### src/rtl/meas_readout.sv
// rtl/meas_readout.sv - per-channel sample-memory reader with strobe/ack MCU handshake
// Builds the SRAM address from a channel base plus running offset and returns one byte per request.
module meas_readout #(
  parameter int CH_NUM      = 25,
  parameter int MEM_WAIT    = 2,
  parameter int SMALL_DEPTH = 4096,
  parameter int LARGE_DEPTH = 65536
) (
  input  logic        clk,
  input  logic        mcu_rst,
  input  logic        mcu_end,
  input  logic [4:0]  rd_ch_sel,
  input  logic        rd_load,
  input  logic        rd_req,
  output logic [19:0] mem_addr,
  output logic        mem_oe,
  input  logic [7:0]  mem_data,
  output logic [7:0]  rd_data,
  output logic        rd_ack,
  output logic        rd_last,
  output logic        rd_err
);

  typedef enum logic [1:0] {IDLE, READ, ACK} state_t;

  localparam logic [4:0] CH_MAX    = 5'(CH_NUM);
  localparam logic [3:0] WAIT_LAST = 4'(MEM_WAIT - 1);

  state_t      state, state_next;
  logic        req_s1, req_s2, req_prev;
  logic        req_rise;
  logic [4:0]  ch;
  logic [15:0] offset;
  logic [3:0]  wait_cnt;
  logic [19:0] base;
  logic [15:0] last_off;
  logic        wait_last;
  logic        sel_valid;
  logic        load_ok, err_set, latch_byte, advance;

  assign req_rise  = req_s2 & ~req_prev;
  assign wait_last = (wait_cnt == WAIT_LAST);
  assign sel_valid = (rd_ch_sel >= 5'd1) && (rd_ch_sel <= CH_MAX);

  // Channel map shared with the capture path: three banks, the middle one 64 KiB per channel.
  always_comb begin
    base     = '0;
    last_off = 16'(SMALL_DEPTH - 1);
    if (ch >= 5'd1 && ch <= 5'd9) begin
      base = 20'(ch - 5'd1) << 12;
    end else if (ch >= 5'd10 && ch <= 5'd13) begin
      base     = 20'h09000 + (20'(ch - 5'd10) << 16);
      last_off = 16'(LARGE_DEPTH - 1);
    end else if (ch >= 5'd14) begin
      base = 20'h49000 + (20'(ch - 5'd14) << 12);
    end
  end

  assign mem_addr = (ch == 5'd0) ? 20'h7FFF0 : base + {4'b0000, offset};
  assign mem_oe   = (state == READ);
  assign rd_ack   = (state == ACK);

  always_ff @(posedge clk) begin
    if (mcu_rst) state <= IDLE;
    else         state <= state_next;
  end

  always_comb begin
    state_next = state;
    load_ok    = 1'b0;
    err_set    = 1'b0;
    latch_byte = 1'b0;
    advance    = 1'b0;
    case (state)
      IDLE: begin
        if (rd_load) begin
          if (sel_valid) load_ok = 1'b1;
          else           err_set = 1'b1;
        end
        if (req_rise) begin
          if (mcu_end && ch != 5'd0) state_next = READ;
          else                       err_set    = 1'b1;
        end
      end
      READ: begin
        if (rd_load) err_set = 1'b1;
        if (wait_last) begin
          latch_byte = 1'b1;
          state_next = ACK;
        end
      end
      ACK: begin
        if (rd_load) err_set = 1'b1;
        if (!req_s2) begin
          advance    = 1'b1;
          state_next = IDLE;
        end
      end
      default: state_next = IDLE;
    endcase
  end

  always_ff @(posedge clk) begin
    if (mcu_rst) begin
      req_s1   <= 1'b0;
      req_s2   <= 1'b0;
      req_prev <= 1'b0;
      ch       <= 5'd0;
      offset   <= 16'd0;
      wait_cnt <= 4'd0;
      rd_data  <= 8'h00;
      rd_last  <= 1'b0;
      rd_err   <= 1'b0;
    end else begin
      req_s1   <= rd_req;
      req_s2   <= req_s1;
      req_prev <= req_s2;
      wait_cnt <= (state == READ && !wait_last) ? wait_cnt + 4'd1 : 4'd0;
      if (load_ok) begin
        ch      <= rd_ch_sel;
        offset  <= 16'd0;
        rd_last <= 1'b0;
        rd_err  <= 1'b0;
      end
      // A failed request in the same cycle as a good load still leaves the flag set.
      if (err_set) rd_err <= 1'b1;
      if (latch_byte) begin
        rd_data <= mem_data;
        rd_last <= (offset == last_off);
      end
      if (advance) offset <= (offset == last_off) ? 16'd0 : offset + 16'd1;
    end
  end

endmodule

### config.mk
export PLATFORM = sky130hd
export DESIGN_NAME = meas_readout
export DESIGN_NICKNAME = d
export VERILOG_FILES = /design/src/rtl/meas_readout.sv
export SDC_FILE = /design/constraint.sdc
export NUM_CORES = 1
export LEC_CHECK = 0
export CAP_MARGIN = 25
export CORE_ASPECT_RATIO = 0.9
export CORE_MARGIN = 5
export CORE_UTILIZATION = 40
export CTS_BUF_LIST = sky130_fd_sc_hd__clkbuf_16
export DETAILED_ROUTE_END_ITERATION = 7
export PLACE_DENSITY_LB_ADDON = 0.12
export SLEW_MARGIN = 20
export SYNTH_ARGS = -nofsm -noshare
export SYNTH_HDL_FRONTEND = slang
export SYNTH_SLANG_ARGS = --single-unit
### constraint.sdc
create_clock -name clk -period 4.4 [get_ports clk]
set_input_delay 0.66 -clock clk [delete_from_list [all_inputs] [get_ports clk]]
set_output_delay 0.66 -clock clk [all_outputs]
set_load 0.005 [all_outputs]
---- After elaboration in Yosys (flattened, before gate mapping) ----
Index checks and enable logic that the tools add are counted.
W data, S select, Z words.
cells by class
  eq/ne operators ......................... 8
  bitwise operators ....................... 3
  $lt $le $gt $ge ......................... 7
  muxes and demuxes ....................... 30
  add/subtract/negate cells ............... 8
  reductions and logical operators ........ 15
operator list
  cell                      number
  $mux W16                  5
  $mux W20                  4
  $add A16 B20 Y20 const A  1
  $add A19 B20 Y20 const A  1
  $add A20 B16 Y20          1
  $add A16 B1 Y16 const B   1
  $eq A16 B16 Y1            1
  $mux W1                   15
  $ge A5 B1 Y1 const B      2
  $ge A5 B4 Y1 const B      2
  $le A5 B4 Y1 const B      2
  $mux W2                   4
  $ne A2 B2 Y1 const B      3
  $pmux W2 S3               1
  $reduce_bool A2 Y1        3
  $sub A5 B1 Y6 const B     1
  $sub A5 B4 Y6 const B     1
  $le A5 B5 Y1 const B      1
  $logic_and A1 B1 Y1       5
  $logic_not A5 Y1          1
  $reduce_bool A5 Y1        1
  $add A4 B1 Y4 const B     1
  $eq A4 B1 Y1 const B      1
  $reduce_and A4 Y1         1
  10 further kinds          12
storage, ports and cells
  input port bits ......................... 18
  register bits after elaboration ......... 40
  logic and storage cells ................. 81
  output and inout port bits .............. 32

---- Logic depth before layout (Yosys ltp) ----
  word-level depth ........................ 8
  mapped depth ............................ 16
  depth with buffers taken out ............ 15

---- Least setup slack after synthesis ----
No wires, ideal clock.
  kind .................................... flip-flop to output port
  start ................................... register ch[2]
  end ..................................... output port mem_addr[19]
  path slack .............................. 0.692 ns
  buffers on the path ..................... 2
  arrival time ............................ 3.048 ns
  required time ........................... 3.740 ns
  cell stages (with the launch flop) ...... 17
  cells stage by stage .................... dfxtp_1 > buf_4 > inv_1 > ha_1 > a21bo_2 > and3_1 > or3_1 > clkbuf_1 > a21oi_1 > ha_1 > a21o_1 > a21oi_1 > nor2b_1 > nor2_1 > a211oi_2 > a211o_1 > nand2_1
on the way
  word-level cells in the longest chain between the ends .. 7
  elaborated cells between the ends (all ways) .. 18
  those cells by class .................... add/sub: 6; order compare: 5; mux: 4; reduce/logical: 3
ends and longest elaborated chain
  what                      line  RTL
  start: declaration        32    logic [4:0] ch;
  start signal: assignment  120   ch <= rd_ch_sel;
  $sub A5 B4 Y6             55    base = 20'h49000 + (20'(ch - 5'd14) << 12);
  $add A19 B20 Y20          55
  $mux W20                  54    end else if (ch >= 5'd14) begin
  $mux W20                  51    end else if (ch >= 5'd10 && ch <= 5'd13) begin
  $mux W20                  49    if (ch >= 5'd1 && ch <= 5'd9) begin
  $add A20 B16 Y20          59    assign mem_addr = (ch == 5'd0) ? 20'h7FFF0 : base + {4'b0000, offset};
  $mux W20 (*)              59
  end: declaration          15    output logic [19:0] mem_addr,
Every way passes the cells marked *; elsewhere a longest branch is shown, timed or not.

---- Worst setup path after layout ----
  start ................................... register ch[1]
  end ..................................... output port mem_addr[17]
The elaborated chain is that of the path after synthesis.

==> run_summary.xml <==
<?xml version="1.0" encoding="UTF-8"?>
<metrics>
  <group name="outcome">
    <metric name="outcome" unit="">finished, final reports clean</metric>
  </group>
  <group name="place">
    <metric name="placement.cell_area" unit="um^2">3361</metric>
    <metric name="port_buffers" unit="">49</metric>
    <metric name="hpwlAfterDp" unit="um">5001</metric>
    <metric name="dp_worst_setup_slack" unit="ns">0.1435</metric>
    <metric name="routabilityCongestion" unit="">0.8563</metric>
    <metric name="dp_cells" unit="">471</metric>
  </group>
  <group name="route">
    <metric name="detailedRoute.firstIterationViolations" unit="">119</metric>
    <metric name="firstDrtPassIters" unit="">4</metric>
    <metric name="remaining_drc_errors" unit="">0</metric>
    <metric name="vias_per_cell" unit="">5.320</metric>
    <metric name="total_wire_length" unit="um">6935</metric>
    <metric name="ant_nets" unit="">0</metric>
    <metric name="routed_wire_length_per_instance" unit="um">14.39</metric>
    <metric name="dr_total_vias" unit="">2564</metric>
  </group>
  <group name="yosys">
    <metric name="yosys_warnings" unit="">0</metric>
    <metric name="gate_count_post_synth" unit="">337</metric>
    <metric name="synthesis.nets" unit="">376</metric>
    <metric name="synth-seq-area-share" unit="%">29.08</metric>
    <metric name="syn-cell-area" unit="um^2">2754</metric>
    <metric name="synth_top_cells_by_area" unit="">sky130_fd_sc_hd__dfxtp_1 29%, sky130_fd_sc_hd__ha_1 9.1%, sky130_fd_sc_hd__nand2_1 5.3%, sky130_fd_sc_hd__a21oi_1 4.5%, sky130_fd_sc_hd__nor2_1 4.0%</metric>
    <metric name="ys_dominant_reg_cell" unit="">sky130_fd_sc_hd__dfxtp_1</metric>
    <metric name="synth-seq-cells" unit="">40</metric>
    <metric name="synth_enable_flop_cells" unit="">0</metric>
    <metric name="synth.distinct_cells" unit="">59</metric>
    <metric name="synth.avg_cell_area" unit="um^2">8.172</metric>
    <metric name="synth_top_cell_by_area" unit="">sky130_fd_sc_hd__dfxtp_1</metric>
    <metric name="synth.top_cell.area_share" unit="%">29.08</metric>
    <metric name="async_flop_share" unit="%">0</metric>
  </group>
  <group name="global_route">
    <metric name="grt_usage" unit="%">15.81</metric>
    <metric name="grt_pass1_vias" unit="">2453</metric>
    <metric name="maximum_number_of_pins_on_one_net_before_global_route_repair" unit="">35</metric>
    <metric name="number_of_antenna_violations_at_the_first_check_in_global_routing" unit="">0</metric>
    <metric name="grt.overflow.total" unit="">0</metric>
    <metric name="grt_pass1_wl" unit="um">11270</metric>
  </group>
  <group name="finish">
    <metric name="antennaDiodeCount" unit="">0</metric>
    <metric name="layout_commonest_cell" unit="">sky130_fd_sc_hd__clkdlybuf4s50_1</metric>
    <metric name="area_growth_syn_to_fin" unit="%">31.08</metric>
    <metric name="fin_nets" unit="">430</metric>
    <metric name="most-common-layout-cells" unit="">48 x sky130_fd_sc_hd__clkdlybuf4s50_1, 38 x sky130_fd_sc_hd__nand2_1, 38 x sky130_fd_sc_hd__dfxtp_1, 28 x sky130_fd_sc_hd__nor2_1, 22 x sky130_fd_sc_hd__a21oi_1</metric>
    <metric name="stdcell_count" unit="">482</metric>
    <metric name="final_layout_size_suffix_gt1_share" unit="%">15.56</metric>
    <metric name="n_fill_cell" unit="">643</metric>
    <metric name="design_area" unit="um^2">3610</metric>
    <metric name="multi_input_area" unit="um^2">1941</metric>
    <metric name="final-seq-area" unit="um^2">805.8</metric>
    <metric name="layout.core_utilization" unit="%">54.23</metric>
  </group>
  <group name="sta">
    <metric name="fin_worst_skew" unit="ns">0.004538</metric>
    <metric name="final.setup.worst_slack" unit="ns">0.1563</metric>
    <metric name="clock_period_minus_worst_slack" unit="ns">4.244</metric>
    <metric name="fmax" unit="MHz">235.6</metric>
    <metric name="setup_tns" unit="ns">0</metric>
    <metric name="finalHoldViolations" unit="">0</metric>
    <metric name="timing.final.crit_share" unit="%">96.45</metric>
    <metric name="report.final.slew_viol_count" unit="">0</metric>
    <metric name="setup_viol" unit="">0</metric>
    <metric name="worst_slew_pin_slew" unit="ns">0.6254</metric>
    <metric name="worst_slew_margin_rel" unit="%">58.06</metric>
    <metric name="final.hold.worst_slack" unit="ns">0.4371</metric>
  </group>
  <group name="cts">
    <metric name="tritoncts" unit="">yes</metric>
    <metric name="cts_root_buffer" unit="">sky130_fd_sc_hd__clkbuf_16</metric>
    <metric name="max-clock-path-buffers" unit="">2</metric>
    <metric name="clk_latency" unit="ns">0.28</metric>
    <metric name="cts_inserted_buffers" unit="">5</metric>
    <metric name="clk_pin_slew" unit="ns">0.06</metric>
    <metric name="clock_sinks" unit="">40</metric>
    <metric name="htree_levels" unit="">2</metric>
  </group>
  <group name="die">
    <metric name="ioPinCount" unit="">50</metric>
    <metric name="core" unit="um^2">6656</metric>
    <metric name="die-area" unit="um^2">8646</metric>
    <metric name="rows" unit="">28</metric>
    <metric name="dieHeight" unit="um">88.72</metric>
    <metric name="chipWidth" unit="um">97.46</metric>
    <metric name="start_util" unit="%">41.37</metric>
  </group>
  <group name="critical_path">
    <metric name="path_max_fanout" unit="">8</metric>
    <metric name="setup.worst_path.class" unit="">reg2out</metric>
    <metric name="setup.worst_path.start_class" unit="">register</metric>
    <metric name="worst_setup_path_end_kind" unit="">output port</metric>
    <metric name="cp_data_required_time" unit="ns">3.74</metric>
    <metric name="arrival" unit="ns">3.58</metric>
  </group>
  <group name="job">
    <metric name="max_cap_viol_count" unit="">0</metric>
  </group>
  <group name="pwr">
    <metric name="leakage" unit="nW">1.416</metric>
    <metric name="vdd.ir_drop.worst" unit="V">0.0001680</metric>
    <metric name="report.power.total" unit="mW">1.478</metric>
    <metric name="power.density_cell_area" unit="nW/um^2">409.3</metric>
  </group>
  <group name="hold_path">
    <metric name="min-delay-path-class" unit="">reg2reg</metric>
  </group>
</metrics>
-- cells in the mapped netlist, types with 4 or more instances --
| cell | n |
|---|---|
| sky130_fd_sc_hd__xnor2_1 | 5 |
| sky130_fd_sc_hd__or2_2 | 10 |
| sky130_fd_sc_hd__clkbuf_1 | 9 |
| sky130_fd_sc_hd__nand2_1 | 39 |
| sky130_fd_sc_hd__inv_1 | 9 |
| sky130_fd_sc_hd__ha_1 | 20 |
| sky130_fd_sc_hd__dfxtp_1 | 40 |
| sky130_fd_sc_hd__nor2_1 | 29 |
| sky130_fd_sc_hd__mux2i_1 | 9 |
| sky130_fd_sc_hd__and3_1 | 9 |
| sky130_fd_sc_hd__nor2b_1 | 13 |
| sky130_fd_sc_hd__a21o_1 | 7 |
| sky130_fd_sc_hd__nor3_1 | 6 |
| sky130_fd_sc_hd__xor2_1 | 7 |
| sky130_fd_sc_hd__o21ai_0 | 15 |
| sky130_fd_sc_hd__nand3_1 | 17 |
| sky130_fd_sc_hd__nand2b_1 | 5 |
| sky130_fd_sc_hd__a21oi_1 | 25 |
| sky130_fd_sc_hd__and2_1 | 4 |
-- sequential cells by signal, indices dropped and copies added, names as in the netlist, 2 cells and up --
| name | cells |
|---|---|
| ch | 5 |
| offset | 16 |
| rd_data | 8 |
| state | 2 |
| wait_cnt | 4 |
-- power by group --
group,leakage (nW),switching (mW),internal (mW)
Combinational,1.02,0.348,0.375
Clock,0.0738,0.137,0.204
Sequential,0.325,0.0298,0.385
Total,1.42,0.514,0.963
-- critical path, stage by stage (launching register included) --
cell and delay [ns]:
sky130_fd_sc_hd__dfxtp_4 0.39, sky130_fd_sc_hd__inv_6 0.06, sky130_fd_sc_hd__ha_1 0.18, sky130_fd_sc_hd__a21bo_2 0.24
sky130_fd_sc_hd__and3_4 0.18, sky130_fd_sc_hd__or3_4 0.34, sky130_fd_sc_hd__buf_4 0.18, sky130_fd_sc_hd__nor3_2 0.18
sky130_fd_sc_hd__a21oi_1 0.08, sky130_fd_sc_hd__ha_1 0.32, sky130_fd_sc_hd__nor2b_4 0.16, sky130_fd_sc_hd__nor2_2 0.04
sky130_fd_sc_hd__a211oi_2 0.27, sky130_fd_sc_hd__xor2_1 0.17, sky130_fd_sc_hd__nand2_1 0.06, sky130_fd_sc_hd__clkdlybuf4s50_1 0.46
-- worst paths after layout --
kind                            from                      end  slack [ns]  cells after the start
setup / recovery  ch[1]$_SDFFE_PP0P_             mem_addr[17]        0.16                     15
hold / removal     req_s1$_SDFF_PP0_        req_s2$_SDFF_PP0_        0.44                      1
setup reg to reg  ch[2]$_SDFFE_PP0P_  offset[15]$_SDFFE_PP0P_        1.97                      9
hold reg to reg    req_s1$_SDFF_PP0_        req_s2$_SDFF_PP0_        0.44                      1
-- cell type report --
class | instances | share of cell area [%]
clock buffer | 5 | 3.466
clock inverter | 3 | 0.3120
inverter | 9 | 1.075
multi-input combinational | 275 | 53.76
sequential | 40 | 22.32
tap | 90 | 3.120
timing repair buffer | 60 | 15.94
-- logic make-up (layout without fill, tap and decap cells) --
family,after synthesis,in the layout,synth area share (%)
buffers and inverters,22,77,3.498
XOR/XNOR,12,12,3.816
AO/OA/AOI/OAI,83,83,22.35
adder cells (fa/ha/maj),21,21,9.814
AND/OR/NAND/NOR,149,149,27.76
flip-flops,40,40,29.08
multiplexers,10,10,3.680
-- metal layers --
layer | share of wire, % | GRT usage (%) | vias to the layer above
li1 | - | - | 1306
met1 | 47 | 19.57 | 1184
met2 | 47 | 27.44 | 65
met3 | 5.0 | 4.098 | 9
met4 | 1.4 | 4.654 | 0
met5 | 0 | 0 | -
-- timing repair --
item	CTS	global route
pin swaps	0	7
hold buffers	0	0
buffers inserted	0	3
setup endpoints to repair	4	4
gates resized for setup	5	19
gates cloned	0	0
(Power assumes the default switching activity.)
